`config.mk`:
```
export PLATFORM = sky130hd
export DESIGN_NAME = pair_scheduler
export DESIGN_NICKNAME = d
export VERILOG_FILES = /design/src/rtl/pair_scheduler.sv
export SDC_FILE = /design/constraint.sdc
export NUM_CORES = 2
export LEC_CHECK = 0
export CAP_MARGIN = 0
export CORE_ASPECT_RATIO = 0.5
export CORE_MARGIN = 2
export CORE_UTILIZATION = 35
export CTS_BUF_LIST = sky130_fd_sc_hd__clkbuf_2
export CTS_CLUSTER_DIAMETER = 100
export DETAILED_ROUTE_END_ITERATION = 10
export RECOVER_POWER = 100
export SYNTH_ARGS = -nofsm -noshare
export SYNTH_HDL_FRONTEND = slang
export SYNTH_SLANG_ARGS = --single-unit
```
`constraint.sdc`:
```
create_clock -name clk -period 6.46 [get_ports clk]
set_input_delay 1.938 -clock clk [delete_from_list [all_inputs] [get_ports clk]]
set_output_delay 1.938 -clock clk [all_outputs]
set_load 0.05 [all_outputs]
```
`src/rtl/pair_scheduler.sv`:
```
// Pairs products of the same row and issues them to a pipelined adder, folding
// adder results back in until each row reduces to a single value, then retires it.
module pair_scheduler #(
  parameter int ROW_WIDTH = 10,
  parameter int NUM_CTX   = 4,
  parameter int CNT_WIDTH = 5
) (
  input  logic                 clk,
  input  logic                 rst,
  input  logic                 push_in,
  input  logic [ROW_WIDTH-1:0] row_in,
  input  logic [65:0]          v_in,
  input  logic                 last_in,
  output logic                 ready_out,
  input  logic                 fb_push,
  input  logic [ROW_WIDTH-1:0] fb_row,
  input  logic [65:0]          fb_v,
  output logic                 add_push,
  output logic [ROW_WIDTH-1:0] add_row,
  output logic [65:0]          add_v0,
  output logic [65:0]          add_v1,
  output logic                 done_push,
  output logic [ROW_WIDTH-1:0] done_row,
  output logic [65:0]          done_v
);

  localparam int IW = (NUM_CTX > 1) ? $clog2(NUM_CTX) : 1;

  // Handshake: a product transfers on a rising edge where push_in & ready_out;
  // fb_push is never back-pressured, add_push/done_push are single-cycle strobes.

  logic [NUM_CTX-1:0]   valid_q, valid_d;
  logic [NUM_CTX-1:0]   hold_valid_q, hold_valid_d;
  logic [NUM_CTX-1:0]   last_seen_q, last_seen_d;
  logic [ROW_WIDTH-1:0] row_q [NUM_CTX];
  logic [ROW_WIDTH-1:0] row_d [NUM_CTX];
  logic [65:0]          hold_v_q [NUM_CTX];
  logic [65:0]          hold_v_d [NUM_CTX];
  logic [CNT_WIDTH-1:0] inflight_q [NUM_CTX];
  logic [CNT_WIDTH-1:0] inflight_d [NUM_CTX];

  logic [NUM_CTX-1:0] p_match, f_match, pr_tgt, fb_tgt, complete;
  logic               p_hit, free_any, f_would, p_would, conflict, accept;
  logic [IW-1:0]      p_hit_idx, free_idx, p_idx, f_idx;

  logic                 iss;
  logic [ROW_WIDTH-1:0] iss_row;
  logic [65:0]          iss_v0, iss_v1;
  logic                 retire;
  logic [IW-1:0]        ret_idx;
  logic [ROW_WIDTH-1:0] ret_row;
  logic [65:0]          ret_v;

  // Context lookup, allocation and the single-issue arbitration.
  always_comb begin
    p_match   = '0;
    f_match   = '0;
    pr_tgt    = '0;
    fb_tgt    = '0;
    p_hit     = 1'b0;
    free_any  = 1'b0;
    p_hit_idx = '0;
    free_idx  = '0;
    f_idx     = '0;
    for (int i = NUM_CTX - 1; i >= 0; i--) begin
      p_match[i] = valid_q[i] && (row_q[i] == row_in);
      f_match[i] = valid_q[i] && (row_q[i] == fb_row);
      if (p_match[i]) begin
        p_hit     = 1'b1;
        p_hit_idx = IW'(i);
      end
      if (f_match[i]) f_idx = IW'(i);
      if (!valid_q[i]) begin
        free_any = 1'b1;
        free_idx = IW'(i);
      end
    end
    p_idx     = p_hit ? p_hit_idx : free_idx;
    f_would   = fb_push && hold_valid_q[f_idx];
    p_would   = push_in && p_hit && hold_valid_q[p_idx];
    conflict  = f_would && p_would && (p_idx != f_idx);
    ready_out = !rst && (p_hit || free_any) && !conflict;
    accept    = push_in && ready_out;
    for (int i = 0; i < NUM_CTX; i++) begin
      pr_tgt[i] = accept && (p_idx == IW'(i));
      fb_tgt[i] = fb_push && f_match[i];
    end
  end

  // Per-context update, issue selection and retirement.
  always_comb begin
    valid_d      = valid_q;
    hold_valid_d = hold_valid_q;
    last_seen_d  = last_seen_q;
    row_d        = row_q;
    hold_v_d     = hold_v_q;
    inflight_d   = inflight_q;
    iss          = 1'b0;
    iss_row      = '0;
    iss_v0       = '0;
    iss_v1       = '0;
    retire       = 1'b0;
    ret_idx      = '0;
    ret_row      = '0;
    ret_v        = '0;
    complete     = '0;

    for (int i = 0; i < NUM_CTX; i++) begin
      complete[i] = valid_q[i] && last_seen_q[i] && hold_valid_q[i] &&
                    (inflight_q[i] == '0) &&
                    !(push_in && p_match[i]) && !fb_tgt[i];
    end
    for (int i = NUM_CTX - 1; i >= 0; i--) begin
      if (complete[i]) begin
        retire  = 1'b1;
        ret_idx = IW'(i);
      end
    end

    for (int i = 0; i < NUM_CTX; i++) begin
      if (fb_tgt[i] && pr_tgt[i]) begin
        // One result returns and one pair leaves: inflight is unchanged.
        iss     = 1'b1;
        iss_row = row_q[i];
        if (hold_valid_q[i]) begin
          iss_v0      = hold_v_q[i];
          iss_v1      = fb_v;
          hold_v_d[i] = v_in;
        end else begin
          iss_v0 = fb_v;
          iss_v1 = v_in;
        end
      end else if (fb_tgt[i]) begin
        if (hold_valid_q[i]) begin
          iss             = 1'b1;
          iss_row         = row_q[i];
          iss_v0          = hold_v_q[i];
          iss_v1          = fb_v;
          hold_valid_d[i] = 1'b0;
        end else begin
          hold_valid_d[i] = 1'b1;
          hold_v_d[i]     = fb_v;
          inflight_d[i]   = inflight_q[i] - CNT_WIDTH'(1);
        end
      end else if (pr_tgt[i]) begin
        if (!p_hit) begin
          valid_d[i]      = 1'b1;
          row_d[i]        = row_in;
          hold_valid_d[i] = 1'b1;
          hold_v_d[i]     = v_in;
          inflight_d[i]   = '0;
          last_seen_d[i]  = 1'b0;
        end else if (hold_valid_q[i]) begin
          iss             = 1'b1;
          iss_row         = row_q[i];
          iss_v0          = hold_v_q[i];
          iss_v1          = v_in;
          hold_valid_d[i] = 1'b0;
          inflight_d[i]   = inflight_q[i] + CNT_WIDTH'(1);
        end else begin
          hold_valid_d[i] = 1'b1;
          hold_v_d[i]     = v_in;
        end
      end
      if (pr_tgt[i] && last_in) last_seen_d[i] = 1'b1;
    end

    // A retiring context has no traffic this cycle, so clearing it cannot race an update.
    if (retire) begin
      ret_row               = row_q[ret_idx];
      ret_v                 = hold_v_q[ret_idx];
      valid_d[ret_idx]      = 1'b0;
      hold_valid_d[ret_idx] = 1'b0;
      last_seen_d[ret_idx]  = 1'b0;
      inflight_d[ret_idx]   = '0;
    end
  end

  always_ff @(posedge clk) begin
    if (rst) begin
      valid_q      <= '0;
      hold_valid_q <= '0;
      last_seen_q  <= '0;
      for (int i = 0; i < NUM_CTX; i++) begin
        row_q[i]      <= '0;
        hold_v_q[i]   <= '0;
        inflight_q[i] <= '0;
      end
      add_push  <= 1'b0;
      add_row   <= '0;
      add_v0    <= '0;
      add_v1    <= '0;
      done_push <= 1'b0;
      done_row  <= '0;
      done_v    <= '0;
    end else begin
      valid_q      <= valid_d;
      hold_valid_q <= hold_valid_d;
      last_seen_q  <= last_seen_d;
      row_q        <= row_d;
      hold_v_q     <= hold_v_d;
      inflight_q   <= inflight_d;
      add_push     <= iss;
      if (iss) begin
        add_row <= iss_row;
        add_v0  <= iss_v0;
        add_v1  <= iss_v1;
      end
      done_push <= retire;
      if (retire) begin
        done_row <= ret_row;
        done_v   <= ret_v;
      end
    end
  end

endmodule

```
# Word-level counts from Yosys, hierarchy flattened
# Cells that the tools add are included.
[totals]
regBits = 556
latchBits = 0
ramBits = 0
rom_bits = 0
input_bits = 157
n_memories = 0
[classes]
add_sub_neg = 8
mul = 0
div_mod_pow = 0
order_cmp = 6
n_eq_ne = 20
shift = 0
n_mux = 243
bitwise = 16
reduce_logical = 86
[op_table]
columns = ["op", "n"]
rows = [
  ["66-bit 2-to-1 mux", 78],
  ["10-bit 2-to-1 mux", 22],
  ["66-bit binary-select mux with 2-bit select", 1],
  ["5-bit 2-to-1 mux", 25],
  ["1-bit 2-to-1 mux", 91],
  ["10-bit equality test", 8],
  ["1-bit logical AND", 58],
  ["2-bit 2-to-1 mux", 17],
  ["5-bit by 1-bit adder with 5-bit output (second input constant)", 4],
  ["20-bit AND", 1],
  ["10-bit binary-select mux with 2-bit select", 1],
  ["5-bit logical NOT", 4],
  ["20-bit 2-to-1 mux", 1],
  ["20-bit NOT", 1],
  ["5-bit by 1-bit subtractor with 5-bit output (second input constant)", 4],
  ["4-bit by 3-bit != test with 1-bit output (second input constant)", 4],
  ["4-bit AND reduction", 4],
  ["4-bit AND", 3],
  ["4-bit 2-to-1 mux", 3],
  ["3-bit AND reduction", 4],
  ["3-bit nonzero test", 4],
  ["5-bit demux with 2-bit select", 1],
  ["1-bit logical NOT", 10],
  ["2-bit by 3-bit < comparator with 1-bit output (second input constant)", 3],
  ["other kinds (14)", 27],
]

# Logic depth before layout (Yosys ltp)
[logic_depth]
depth_word = 34
mapped_depth = 18
mapped_depth_nobuf = 12

# Worst setup path before layout
# OpenSTA, ideal clock, no wires.
[synth_timing]
path_kind = "input-to-output"
startpoint = "input row_in[7]"
endpoint = "output ready_out"
arrival_ps = 5118
setup_slack_ps = -596
path_stages = 11
path_buffers = 3
cell_sequence = "buf_2 > xnor2_1 > nand4_1 > or3_4 > buf_4 > a21o_1 > a2111oi_4 > a31oi_4 > and2_1 > buf_6 > a211oi_1"
[synth_between]
elab_chain_cells = 14
elab_cells_between_ends = 28
cone_classes = "5 x eq/ne; 11 x mux; 12 x reduce/logical"
[synth_rtl]
columns = ["item", "line", "text"]
rows = [
  ["start: declaration", "11", "input logic [ROW_WIDTH-1:0] row_in,"],
  ["10-bit equality test", "66", "p_match[i] = valid_q[i] && (row_q[i] == row_in);"],
  ["1-bit logical AND", "66", ""],
  ["2-bit 2-to-1 mux or 1-bit 2-to-1 mux (tied branches) (4 in series)", "68", "if (p_match[i]) begin"],
  ["2-bit 2-to-1 mux", "78", "p_idx = p_hit ? p_hit_idx : free_idx;"],
  ["1-bit binary-select mux with 2-bit select", "80", "p_would = push_in && p_hit && hold_valid_q[p_idx];"],
  ["1-bit 2-to-1 mux (not written as such)", "80", ""],
  ["1-bit logical AND", "80", ""],
  ["1-bit logical AND (2 in series)", "81", "conflict = f_would && p_would && (p_idx != f_idx);"],
  ["1-bit logical NOT", "82", "ready_out = !rst && (p_hit || free_any) && !conflict;"],
  ["1-bit logical AND (*)", "82", ""],
  ["end: declaration", "14", "output logic ready_out,"],
]
# Every way passes the cells marked *; elsewhere a longest branch is shown, timed or not. The select of a mux whose other input is x is not followed.

# Worst setup path in the final report
[layout_timing]
startpoint = "input row_in[8]"
endpoint = "register hold_v_q[16] (netlist name)"
[layout_between]
elab_chain_cells = 19
elab_cells_between_ends = 40
cone_classes = "8 x eq/ne; 15 x mux; 17 x reduce/logical"
[layout_rtl]
columns = ["item", "line", "text"]
rows = [
  ["10-bit equality test", "66", ""],
  ["1-bit logical AND", "66", ""],
  ["2-bit 2-to-1 mux or 1-bit 2-to-1 mux (tied branches) (4 in series)", "68", ""],
  ["2-bit 2-to-1 mux", "78", ""],
  ["1-bit binary-select mux with 2-bit select", "80", ""],
  ["1-bit 2-to-1 mux (not written as such)", "80", ""],
  ["1-bit logical AND", "80", ""],
  ["1-bit logical AND (2 in series)", "81", ""],
  ["1-bit logical NOT", "82", ""],
  ["1-bit logical AND", "82", ""],
  ["1-bit logical AND", "83", "accept = push_in && ready_out;"],
  ["1-bit logical AND", "85", "pr_tgt[i] = accept && (p_idx == IW'(i));"],
  ["1-bit logical AND", "121", "if (fb_tgt[i] && pr_tgt[i]) begin"],
  ["4-bit by 3-bit != test with 1-bit output (no source line) (tied with other cells)", "--", ""],
  ["3-bit AND reduction (no source line)", "--", ""],
  ["end signal: assignment", "201", "hold_v_q <= hold_v_d;"],
  ["end: declaration", "37", "logic [65:0] hold_v_q [NUM_CTX];"],
]
# Parallel ways exist; a longest one is shown, timed or not. The select of a mux whose other input is x is not followed.
# A chain may end at the register's enable or synchronous reset.

==> flow_summary.json <==
{
  "status": "complete, but fails checks",
  "violations": "capacitance limit, slew limit, setup timing",
  "synthesis.nets": 4526,
  "grt_pass1_vias": 37100,
  "via_per_inst": 6.55,
  "required_ns": 7.83,
  "dieArea_mm2": 0.0952,
  "yosysSeqAreaShare_pct": 34.3,
  "mostFrequentLayoutCells": "722 x nor2_1, 550 x dfxtp_1, 323 x o21ai_0, 294 x a21oi_1, 252 x nand2_1",
  "grt_antenna_before_repair": 22,
  "std_cell_rows": 78,
  "root_buffer": "clkbuf_2",
  "wirelength_um": 180000,
  "numCtsBuffers": 140,
  "core_area_mm2": 0.0912,
  "power_density_mw_per_mm2": 167,
  "grt_max_degree": 119,
  "grt_pass1_wl_um": 256000,
  "cts_tree": "done",
  "synth.top_cells.by_area": "dfxtp_1 34%, nor2_1 8.4%, a211oi_1 5.5%",
  "overflow": 0,
  "hold_start": "add_v0[55]",
  "fin_util_pct": 44.2,
  "netlist_area_mm2": 0.0324,
  "floorplan.initialDensity_pct": 35.6,
  "synthCells": 4361,
  "synth.yosys.warnings": 0,
  "slew_viol_final": 240,
  "report.final.hold_viol_count": 0,
  "cp-end-kind": "register",
  "port_buffers": 377,
  "cp.arrival_ns": 7.93,
  "grt_setup_unrepaired": "false",
  "syn_to_final_growth_pct": 24.3,
  "ant_nets": 0,
  "synth-seq-cells": 556,
  "grtUsageMet3_pct": 9.43,
  "die_h_um": 219,
  "synthArstFlopShare_pct": 0,
  "synth_edf_count": 0,
  "globalRouteMet2Util_pct": 51.1,
  "clockBufferDepth": 3,
  "grt_use_met1_pct": 50.8,
  "num_vias": 39700,
  "synth-main-ff-cell": "dfxtp_1",
  "timing.fmax_mhz": 152,
  "dpl.hpwl_um": 116000,
  "ff2ff_setup_slack_ns": 0.05,
  "clk_latency_ns": 1.53,
  "finalSetupViolations": 30,
  "layout_commonest_cell": "nor2_1",
  "nNetsFinal": 4886,
  "worst_slack_ns": -0.106,
  "final_cells": 6066,
  "avgSynthCellArea_um2": 7.43,
  "cap_violations": 8,
  "grt-busiest-layer": "met2",
  "cellLeakagePower_nw": 14.8,
  "drt-pass1-iter-count": 7,
  "routedWlPerCell_um": 29.6,
  "dp_slack_ns": -0.326,
  "crit_fanout": 39,
  "vdd_ir_drop_max_v": 0.000126,
  "drive_gt1_share_pct": 12.8,
  "ys_types": 98,
  "route.detailed.drc": 0,
  "min_period_ns": 6.57,
  "cts_max_level": 4,
  "synth_top_area_share_pct": 34.3,
  "startpoint": "row_in[8]",
  "hold_path.class": "register to register",
  "io_pins": 378,
  "track_usage_pct": 36.2,
  "crit_path_start_kind": "primary input",
  "worst_slew_pin_slew_ns": 2.82,
  "hold_buffers": 0,
  "worstSetupPathType": "primary input to register",
  "drt_iter0_markers": 6195,
  "min_period_over_period_pct": 102,
  "cts_sinks": 556,
  "r2r-start": "valid_q[1]",
  "post-place-cells": 5804,
  "synth_top_area_cell": "dfxtp_1",
  "gp_congestion": 0.998,
  "clk_pin_slew_ns": 0.11,
  "skew_ns": 0.0985,
  "slew_headroom_pct": -90.2,
  "die_w_um": 434
}
==> metrics by stage <==
step                hold WS, ns  setup TNS [ns]  cell area, um^2  total power, mW
finish                    0.466           -1.31            40300             6.71
CTS                       0.463               0            40600             6.69
floorplan                 0.432               0            32400             3.96
detailed placement        0.443          -0.327            39300             4.29
global placement          0.443          -0.321            39300             4.28
global route              0.492               0            40300             6.92
==> cells by family after synthesis <==
logic type	count (synthesis)	synth area share, %
AOI/OAI and AO/OA	1627	34.2
adders and majority gates	8	0.309
muxes	7	0.270
and+or+nand+nor	1550	21.7
buffers and inverters	527	6.85
DFF	556	34.3
xor gates and xnor gates	86	2.32
==> final cells by class <==
class	count	area, um^2
Sequential cell	556	11100
Timing Repair Buffer	727	6860
Tap cell	1240	1550
Multi-Input combinational cell	3278	19500
Clock inverter	29	146
Inverter	18	67.6
Fill cell	9369	50900
Antenna cell	20	50.0
Clock buffer	198	991
==> synth_stat cells, types with 8 or more instances <==
master	count
and3_1	21
nand4_1	35
a32oi_1	10
dfxtp_1	556
a311oi_1	16
o41ai_1	12
a2bb2oi_1	8
nand2_1	255
buf_1	27
o21ai_0	307
nor4_1	15
xnor2_1	79
a22oi_1	148
a31oi_1	29
nor3_1	159
o221ai_1	22
clkbuf_1	366
a21o_1	9
o21ai_1	27
a222oi_1	46
inv_1	17
a221oi_1	82
nand3_1	74
buf_2	92
ha_1	8
nor2_1	726
buf_4	11
o22ai_1	181
a21oi_1	296
a211oi_1	238
a22oi_2	10
a22o_1	61
a221o_1	22
or3_1	207
buf_6	11
o211ai_1	25
and2_1	11
==> per-layer routing <==
metal | share of wire, % | vias up
met1 | 41 | 18900
met5 | 0.0061 | -
met3 | 13 | 614
li1 | - | 17100
met2 | 41 | 3155
met4 | 4.8 | 2
==> sequential cells by signal (all words and copies together), names as in the netlist <==
| name | count |
|---|---|
| add_push | 1 |
| done_v | 66 |
| last_seen_q | 4 |
| done_row | 10 |
| done_push | 1 |
| hold_valid_q | 4 |
| add_v1 | 66 |
| add_row | 10 |
| inflight_q | 20 |
| add_v0 | 66 |
| hold_v_q | 264 |
| valid_q | 4 |
| row_q | 40 |
==> critical path: stages <==
cell	delay, ns
dlygate4sd2_1	0.27
buf_6	0.14
xnor2_1	0.13
nand4_1	0.23
buf_4	0.23
o31ai_4	0.23
buf_6	0.15
a21oi_1	0.09
o21ai_1	0.17
buf_4	0.15
a31oi_4	0.08
and2_4	0.16
clkbuf_1	0.27
o21ai_0	1.91
clkbuf_2	1.13
or3_1	0.21
o21ai_0	0.08
a211oi_1	0.26
==> final timing paths <==
check / endpoint / depth (start not counted)
max: hold_v_q[16] / 18
min: add_v0[55] / 2
max reg2reg: hold_v_q[16] / 14
min reg2reg: add_v0[55] / 2
==> timing repair <==
item	4_1_cts	5_1_grt
setup endpoints to repair	1	1
setup buffers	10	6
pin swaps	13	16
resized for setup	37	35
cloned	0	0
endpoints found under the hold margin	0	0
==> where the power goes <==
part / switching (mW) / internal [mW] / leakage (nW) / total (mW)
logic: 0.438 / 0.255 / 9.44 / 0.693
clock network: 1.61 / 0.848 / 0.886 / 2.46
registers: 0.0734 / 3.48 / 4.50 / 3.55
Note: power is estimated with default switching activity, not from simulation.
